### src/rtl/friscv_apb_master_pkg.sv
// Shared types and constants for the APB-like bus initiator.
package friscv_h;

  typedef enum logic [1:0] {
    IDLE   = 2'd0,
    ACCESS = 2'd1,
    RESP   = 2'd2
  } state_t;

  localparam int TIMEOUT_DEFAULT = 1024;

  localparam logic ERR_NONE    = 1'b0;
  localparam logic ERR_TIMEOUT = 1'b1;

endpackage

### src/rtl/friscv_apb_master_if.sv
// Request/response channels and slave-side bus of the APB-like initiator.
interface friscv_apb_master_if #(
  parameter int ADDRW = 16,
  parameter int XLEN  = 32
);

  logic                req_valid;
  logic                req_ready;
  logic                req_wr;
  logic [ADDRW-1:0]    req_addr;
  logic [XLEN-1:0]     req_wdata;
  logic [XLEN/8-1:0]   req_strb;

  logic                rsp_valid;
  logic                rsp_ready;
  logic [XLEN-1:0]     rsp_rdata;
  logic                rsp_err;

  logic                mst_en;
  logic                mst_wr;
  logic [ADDRW-1:0]    mst_addr;
  logic [XLEN-1:0]     mst_wdata;
  logic [XLEN/8-1:0]   mst_strb;
  logic [XLEN-1:0]     mst_rdata;
  logic                mst_ready;

  modport master (
    input  req_valid, req_wr, req_addr, req_wdata, req_strb,
    output req_ready,
    output rsp_valid, rsp_rdata, rsp_err,
    input  rsp_ready,
    output mst_en, mst_wr, mst_addr, mst_wdata, mst_strb,
    input  mst_rdata, mst_ready
  );

  modport slave (
    output req_valid, req_wr, req_addr, req_wdata, req_strb,
    input  req_ready,
    input  rsp_valid, rsp_rdata, rsp_err,
    output rsp_ready,
    input  mst_en, mst_wr, mst_addr, mst_wdata, mst_strb,
    output mst_rdata, mst_ready
  );

endinterface

### src/rtl/friscv_apb_master.sv
// Single-outstanding APB-like bus initiator with a per-transfer ready timeout.
//
// state  | meaning
// IDLE   | waiting for a request; req_ready=1
// ACCESS | mst_en=1, waiting for the slave's ready pulse or timeout
// RESP   | response held on the rsp channel until consumed
module friscv_apb_master
  import friscv_h::*;
#(
  parameter int ADDRW   = 16,
  parameter int XLEN    = 32,
  parameter int TIMEOUT = TIMEOUT_DEFAULT
) (
  input  logic                aclk,
  input  logic                srst,
  friscv_apb_master_if.master bus
);

  localparam int STRBW = XLEN / 8;
  localparam int CNTW  = (TIMEOUT == 0) ? 1 : $clog2(TIMEOUT + 1);
  localparam logic [CNTW-1:0] CNT_LAST = CNTW'(TIMEOUT - 1);

  state_t             state,     state_nxt;
  logic               en_q,      en_d;
  logic               wr_q,      wr_d;
  logic [ADDRW-1:0]   addr_q,    addr_d;
  logic [XLEN-1:0]    wdata_q,   wdata_d;
  logic [STRBW-1:0]   strb_q,    strb_d;
  logic               rvalid_q,  rvalid_d;
  logic [XLEN-1:0]    rdata_q,   rdata_d;
  logic               err_q,     err_d;
  logic [CNTW-1:0]    cnt_q,     cnt_d;
  logic               timeout_hit;

  assign timeout_hit = (TIMEOUT != 0) && (cnt_q == CNT_LAST);

  always_ff @(posedge aclk) begin
    if (srst) begin
      state    <= IDLE;
      en_q     <= 1'b0;
      wr_q     <= 1'b0;
      addr_q   <= '0;
      wdata_q  <= '0;
      strb_q   <= '0;
      rvalid_q <= 1'b0;
      rdata_q  <= '0;
      err_q    <= ERR_NONE;
      cnt_q    <= '0;
    end else begin
      state    <= state_nxt;
      en_q     <= en_d;
      wr_q     <= wr_d;
      addr_q   <= addr_d;
      wdata_q  <= wdata_d;
      strb_q   <= strb_d;
      rvalid_q <= rvalid_d;
      rdata_q  <= rdata_d;
      err_q    <= err_d;
      cnt_q    <= cnt_d;
    end
  end

  always_comb begin
    state_nxt = state;
    en_d      = en_q;
    wr_d      = wr_q;
    addr_d    = addr_q;
    wdata_d   = wdata_q;
    strb_d    = strb_q;
    rvalid_d  = rvalid_q;
    rdata_d   = rdata_q;
    err_d     = err_q;
    cnt_d     = cnt_q;

    case (state)
      IDLE: begin
        if (bus.req_valid) begin
          en_d      = 1'b1;
          wr_d      = bus.req_wr;
          addr_d    = bus.req_addr;
          wdata_d   = bus.req_wdata;
          strb_d    = bus.req_wr ? bus.req_strb : '0;
          cnt_d     = '0;
          state_nxt = ACCESS;
        end
      end
      ACCESS: begin
        // A ready landing on the expiry cycle still completes normally.
        if (bus.mst_ready) begin
          en_d      = 1'b0;
          rdata_d   = wr_q ? '0 : bus.mst_rdata;
          err_d     = ERR_NONE;
          rvalid_d  = 1'b1;
          state_nxt = RESP;
        end else if (timeout_hit) begin
          en_d      = 1'b0;
          rdata_d   = '0;
          err_d     = ERR_TIMEOUT;
          rvalid_d  = 1'b1;
          state_nxt = RESP;
        end else begin
          cnt_d = cnt_q + CNTW'(1);
        end
      end
      RESP: begin
        if (bus.rsp_ready) begin
          rvalid_d  = 1'b0;
          state_nxt = IDLE;
        end
      end
      default: state_nxt = IDLE;
    endcase
  end

  assign bus.req_ready = (state == IDLE);
  assign bus.rsp_valid = rvalid_q;
  assign bus.rsp_rdata = rdata_q;
  assign bus.rsp_err   = err_q;
  assign bus.mst_en    = en_q;
  assign bus.mst_wr    = wr_q;
  assign bus.mst_addr  = addr_q;
  assign bus.mst_wdata = wdata_q;
  assign bus.mst_strb  = strb_q;

endmodule

### src/flat_wrapper.sv
// flat-port wrapper written by rule: the top's interface ports become plain ports
module friscv_apb_master_flat import friscv_h::*;
#(
  parameter int ADDRW   = 16,
  parameter int XLEN    = 32,
  parameter int TIMEOUT = TIMEOUT_DEFAULT
)
  (aclk, srst, bus_req_valid, bus_req_wr, bus_req_addr, bus_req_wdata, bus_req_strb, bus_req_ready, bus_rsp_valid, bus_rsp_rdata, bus_rsp_err, bus_rsp_ready, bus_mst_en, bus_mst_wr, bus_mst_addr, bus_mst_wdata, bus_mst_strb, bus_mst_rdata, bus_mst_ready);
  friscv_apb_master_if #(.ADDRW(ADDRW), .XLEN(XLEN)) bus_i ();
  input  logic aclk;
  input  logic srst;
  input wire logic [$bits(bus_i.req_valid)-1:0] bus_req_valid;
  input wire logic [$bits(bus_i.req_wr)-1:0] bus_req_wr;
  input wire logic [$bits(bus_i.req_addr)-1:0] bus_req_addr;
  input wire logic [$bits(bus_i.req_wdata)-1:0] bus_req_wdata;
  input wire logic [$bits(bus_i.req_strb)-1:0] bus_req_strb;
  output wire logic [$bits(bus_i.req_ready)-1:0] bus_req_ready;
  output wire logic [$bits(bus_i.rsp_valid)-1:0] bus_rsp_valid;
  output wire logic [$bits(bus_i.rsp_rdata)-1:0] bus_rsp_rdata;
  output wire logic [$bits(bus_i.rsp_err)-1:0] bus_rsp_err;
  input wire logic [$bits(bus_i.rsp_ready)-1:0] bus_rsp_ready;
  output wire logic [$bits(bus_i.mst_en)-1:0] bus_mst_en;
  output wire logic [$bits(bus_i.mst_wr)-1:0] bus_mst_wr;
  output wire logic [$bits(bus_i.mst_addr)-1:0] bus_mst_addr;
  output wire logic [$bits(bus_i.mst_wdata)-1:0] bus_mst_wdata;
  output wire logic [$bits(bus_i.mst_strb)-1:0] bus_mst_strb;
  input wire logic [$bits(bus_i.mst_rdata)-1:0] bus_mst_rdata;
  input wire logic [$bits(bus_i.mst_ready)-1:0] bus_mst_ready;
  assign bus_i.req_valid = bus_req_valid;
  assign bus_i.req_wr = bus_req_wr;
  assign bus_i.req_addr = bus_req_addr;
  assign bus_i.req_wdata = bus_req_wdata;
  assign bus_i.req_strb = bus_req_strb;
  assign bus_req_ready = bus_i.req_ready;
  assign bus_rsp_valid = bus_i.rsp_valid;
  assign bus_rsp_rdata = bus_i.rsp_rdata;
  assign bus_rsp_err = bus_i.rsp_err;
  assign bus_i.rsp_ready = bus_rsp_ready;
  assign bus_mst_en = bus_i.mst_en;
  assign bus_mst_wr = bus_i.mst_wr;
  assign bus_mst_addr = bus_i.mst_addr;
  assign bus_mst_wdata = bus_i.mst_wdata;
  assign bus_mst_strb = bus_i.mst_strb;
  assign bus_i.mst_rdata = bus_mst_rdata;
  assign bus_i.mst_ready = bus_mst_ready;
  friscv_apb_master #(.ADDRW(ADDRW), .XLEN(XLEN), .TIMEOUT(TIMEOUT)) u_core (.aclk(aclk), .srst(srst), .bus(bus_i));
endmodule
### config.mk
export PLATFORM = sky130hd
export DESIGN_NAME = friscv_apb_master_flat
export DESIGN_NICKNAME = d
export VERILOG_FILES = /design/src/rtl/friscv_apb_master_pkg.sv /design/src/rtl/friscv_apb_master_if.sv /design/src/rtl/friscv_apb_master.sv /design/src/flat_wrapper.sv
export SDC_FILE = /design/constraint.sdc
export NUM_CORES = 1
export LEC_CHECK = 0
export BUFFER_PORTS_ARGS = -buffer_cell sky130_fd_sc_hd__buf_2
export CORE_ASPECT_RATIO = 1.25
export CORE_MARGIN = 4
export CORE_UTILIZATION = 49
export CTS_BUF_LIST = sky130_fd_sc_hd__clkbuf_8 sky130_fd_sc_hd__clkbuf_16
export DETAILED_ROUTE_END_ITERATION = 10
export PLACE_DENSITY = 0.85
export REMOVE_ABC_BUFFERS = 1
export SYNTH_ARGS = -nofsm -noshare
export SYNTH_HDL_FRONTEND = slang
export SYNTH_SLANG_ARGS = --single-unit
### constraint.sdc
create_clock -name aclk -period 4.2 [get_ports aclk]
set_input_delay 0.21 -clock aclk [delete_from_list [all_inputs] [get_ports aclk]]
set_output_delay 0.21 -clock aclk [all_outputs]
set_load 0.01 [all_outputs]
==> results.cfg <==
[routing]
antenna_left = 0
vias = 3473
drt_iter0_drc = 192
drc = 0
wl_mm = 10.1
dr.pass1.iters = 5
via_per_inst = 5.29
post_drt_wl_per_cell_um = 15.4

[synth]
ys_seq_area_frac = 0.557
synthArstFlopShare = 0
synth_cell_types = 41
synthFlopType = dfxtp_1
yosysWarnings = 0
ys_seq_elements = 101
synth_top_area_frac = 0.557
synthTopCellsByArea = dfxtp_1 56%, nand2_1 11%, a21oi_1 8.1%
syn_inst = 395
synth_edf_count = 0
synth_top_area_cell = dfxtp_1
avgSynthCellArea_um2 = 9.20
syn_area_um2 = 3630

[timing]
worst_clock_skew_ns = 0.0172
setup_viol = 0
slew_violations = 0
fmax_mhz = 498
setup_ws_ns = 2.19
slew_headroom = 0.326
rsz0062_at_grt = no
tns_ns = 0
worst_slew_pin_slew_ns = 1.01
fin_hold_ws_ns = 0.0597
period_share = 0.478
finalCriticalPeriod_ns = 2.01
final_hold_viol_count = 0

[clocking]
post_cts_buffers = 0
clock_latency_ns = 0.36
cts_sinks = 101
postCtsResizedCells = 0
cts_hold_buf = 0
path_clk_slew_ns = 0.09
cts_made_buffers = 9
cts_tree = yes
ctsHtreeMaxLevel = 3
cts_buffer_depth = 2
clock-root-buffer = clkbuf_8

[setup_path]
start_kind = flop
crit_family = compound AO/OA/AOI/OAI gates
worst-r2r-cell-count = 5
reg2reg_slack_ns = 2.19
cp_slowest_cell = buf_4
critPathMaxFanout = 56
cp_slowest_stage_delay_ns = 0.49
timing.rr.end = u_core.cnt_q[7]
arrival_ns = 2.23
worst-path-buf-inv = 1
crit_type = flop to flop
required_ns = 4.43
crit_chain = nor3b_4, buf_4, nor2_1, o311ai_0, o41ai_1
critPathCaptureType = flop
r2r-start = u_core.state[1]

[finish]
post-route-cell-area_um2 = 4750
fillCellCount = 589
fin_util = 0.668
final_cells = 656
drive_above_1_share = 0.366
final_nets = 652
antenna_cells = 0
syn_to_final_growth_pct = 30.7

[min_path]
hold_class = input port to flop
hp-start = bus_mst_rdata[3]
whs_path_depth = 2
hold_end = u_core.bus.rsp_rdata[3]

[die]
num_rows = 34
start_util = 0.511
die_w_um = 85.0
core_um2 = 7100
io_pins = 179
die_height_um = 104
dieArea_um2 = 8860

[power]
leakagePower_nw = 2.21
p_per_area_nw_per_um2 = 393
peakVddDrop_v = 0.000224
total_power_mw = 1.86

[run]
cap_violations = 0

[placement]
dp_cells = 640
place_ws_ns = 2.20
place.gp.congestion = 0.895
io_buffers = 178
dp_hpwl_mm = 7.44
placed_area_um2 = 4560

[outcome]
status = finished clean

[grt]
grt_overflow = 0
antenna_found_initial = 0
grt_pass1_wl_mm = 16.1
grt_usage = 0.224
grt_pass1_vias = 3230
grt_max_degree = 57
## where the power goes
| group | internal (mW) | switching [mW] | total, mW |
|---|---|---|---|
| Combinational | 0.0989 | 0.141 | 0.240 |
| Clock | 0.272 | 0.322 | 0.595 |
| Sequential | 1.00 | 0.0252 | 1.03 |
| Total | 1.38 | 0.489 | 1.86 |
## worst max path at each step
stage / start / endpoint / slack [ns] / cells past startpoint
floorplan: u_core.state[1] / u_core.cnt_q[5] / 1.11 / 4
global placement: u_core.state[1] / u_core.cnt_q[5] / 2.29 / 5
detailed placement: u_core.state[1] / u_core.cnt_q[7] / 2.20 / 5
CTS: u_core.state[1] / u_core.cnt_q[7] / 2.19 / 5
global route: u_core.state[1] / u_core.cnt_q[7] / 1.95 / 5
finish: u_core.state[1] / u_core.cnt_q[7] / 2.19 / 5
## cells by family after synthesis
family	Yosys count	share of synthesized area
AND/OR/NAND/NOR	145	0.183
AO/OA/AOI/OAI	116	0.216
flip-flops	101	0.557
buffers and inverters	32	0.0403
adder cells (fa/ha/maj)	1	0.00344
## worst register-to-register path: stages, from the launching register on
cell,delay (ns)
dfxtp_1,0.39
nor3b_4,0.20
buf_4,0.49
nor2_1,0.26
o311ai_0,0.41
o41ai_1,0.14
## Yosys cell counts, drive strengths merged (2+ instances only)
master,number
clkbuf,13
nor3b,2
or3,2
nor3,4
nand4,2
a311oi,2
inv,5
a22o,32
a21oi,60
o21ai,3
dfxtp,101
nand2,108
nor4,2
o311ai,4
nor2,6
o21a,2
a31oi,3
nor2b,2
a221oi,2
nand2b,2
buf,14
o41ai,3
nand3,10
## registers in the layout, indices dropped and copies added (netlist names)
signal	cells
u_core.bus.mst_wr	1
u_core.bus.rsp_valid	1
u_core.bus.rsp_err	1
u_core.bus.mst_wdata	32
u_core.bus.mst_strb	4
u_core.bus.rsp_rdata	32
u_core.cnt_q	11
u_core.bus.mst_addr	16
u_core.state	2
u_core.bus.mst_en	1
## cells in the final DEF (no fill, tap or decap), types with 2 or more instances in the layout
cell        instances
clkinvlp_4          2
buf_2             178
a21oi_1            59
inv_1               7
nand2_1           107
nand2b_1            2
o311ai_0            4
o41ai_1             3
clkbuf_8            9
nor2b_1             2
dfxtp_1           101
a221oi_1            2
nor2_1              5
a22o_1             32
or3_1               2
buf_4               4
a311oi_1            2
a31oi_1             3
nor3_1              3
nor4_4              2
nand3_1            10
o21ai_0             3
o21a_1              2
## layer usage
| metal | routed length [um] | GRT usage | up-vias |
|---|---|---|---|
| met4 | 235 | 0.0871 | 0 |
| li1 | - | - | 1713 |
| met5 | 0 | 0 | - |
| met1 | 3870 | 0.258 | 1622 |
| met2 | 5390 | 0.393 | 114 |
| met3 | 601 | 0.0523 | 24 |
## final cells by class
cell class	instances	area, um2	area share
Sequential cell	101	2020	0.426
Tap cell	90	113	0.0237
Clock buffer	9	124	0.0261
Timing Repair Buffer	182	921	0.194
Inverter	5	18.8	0.00395
Multi-Input combinational cell	262	1480	0.312
Clock inverter	7	66.3	0.0140
(Power assumes the default switching activity.)
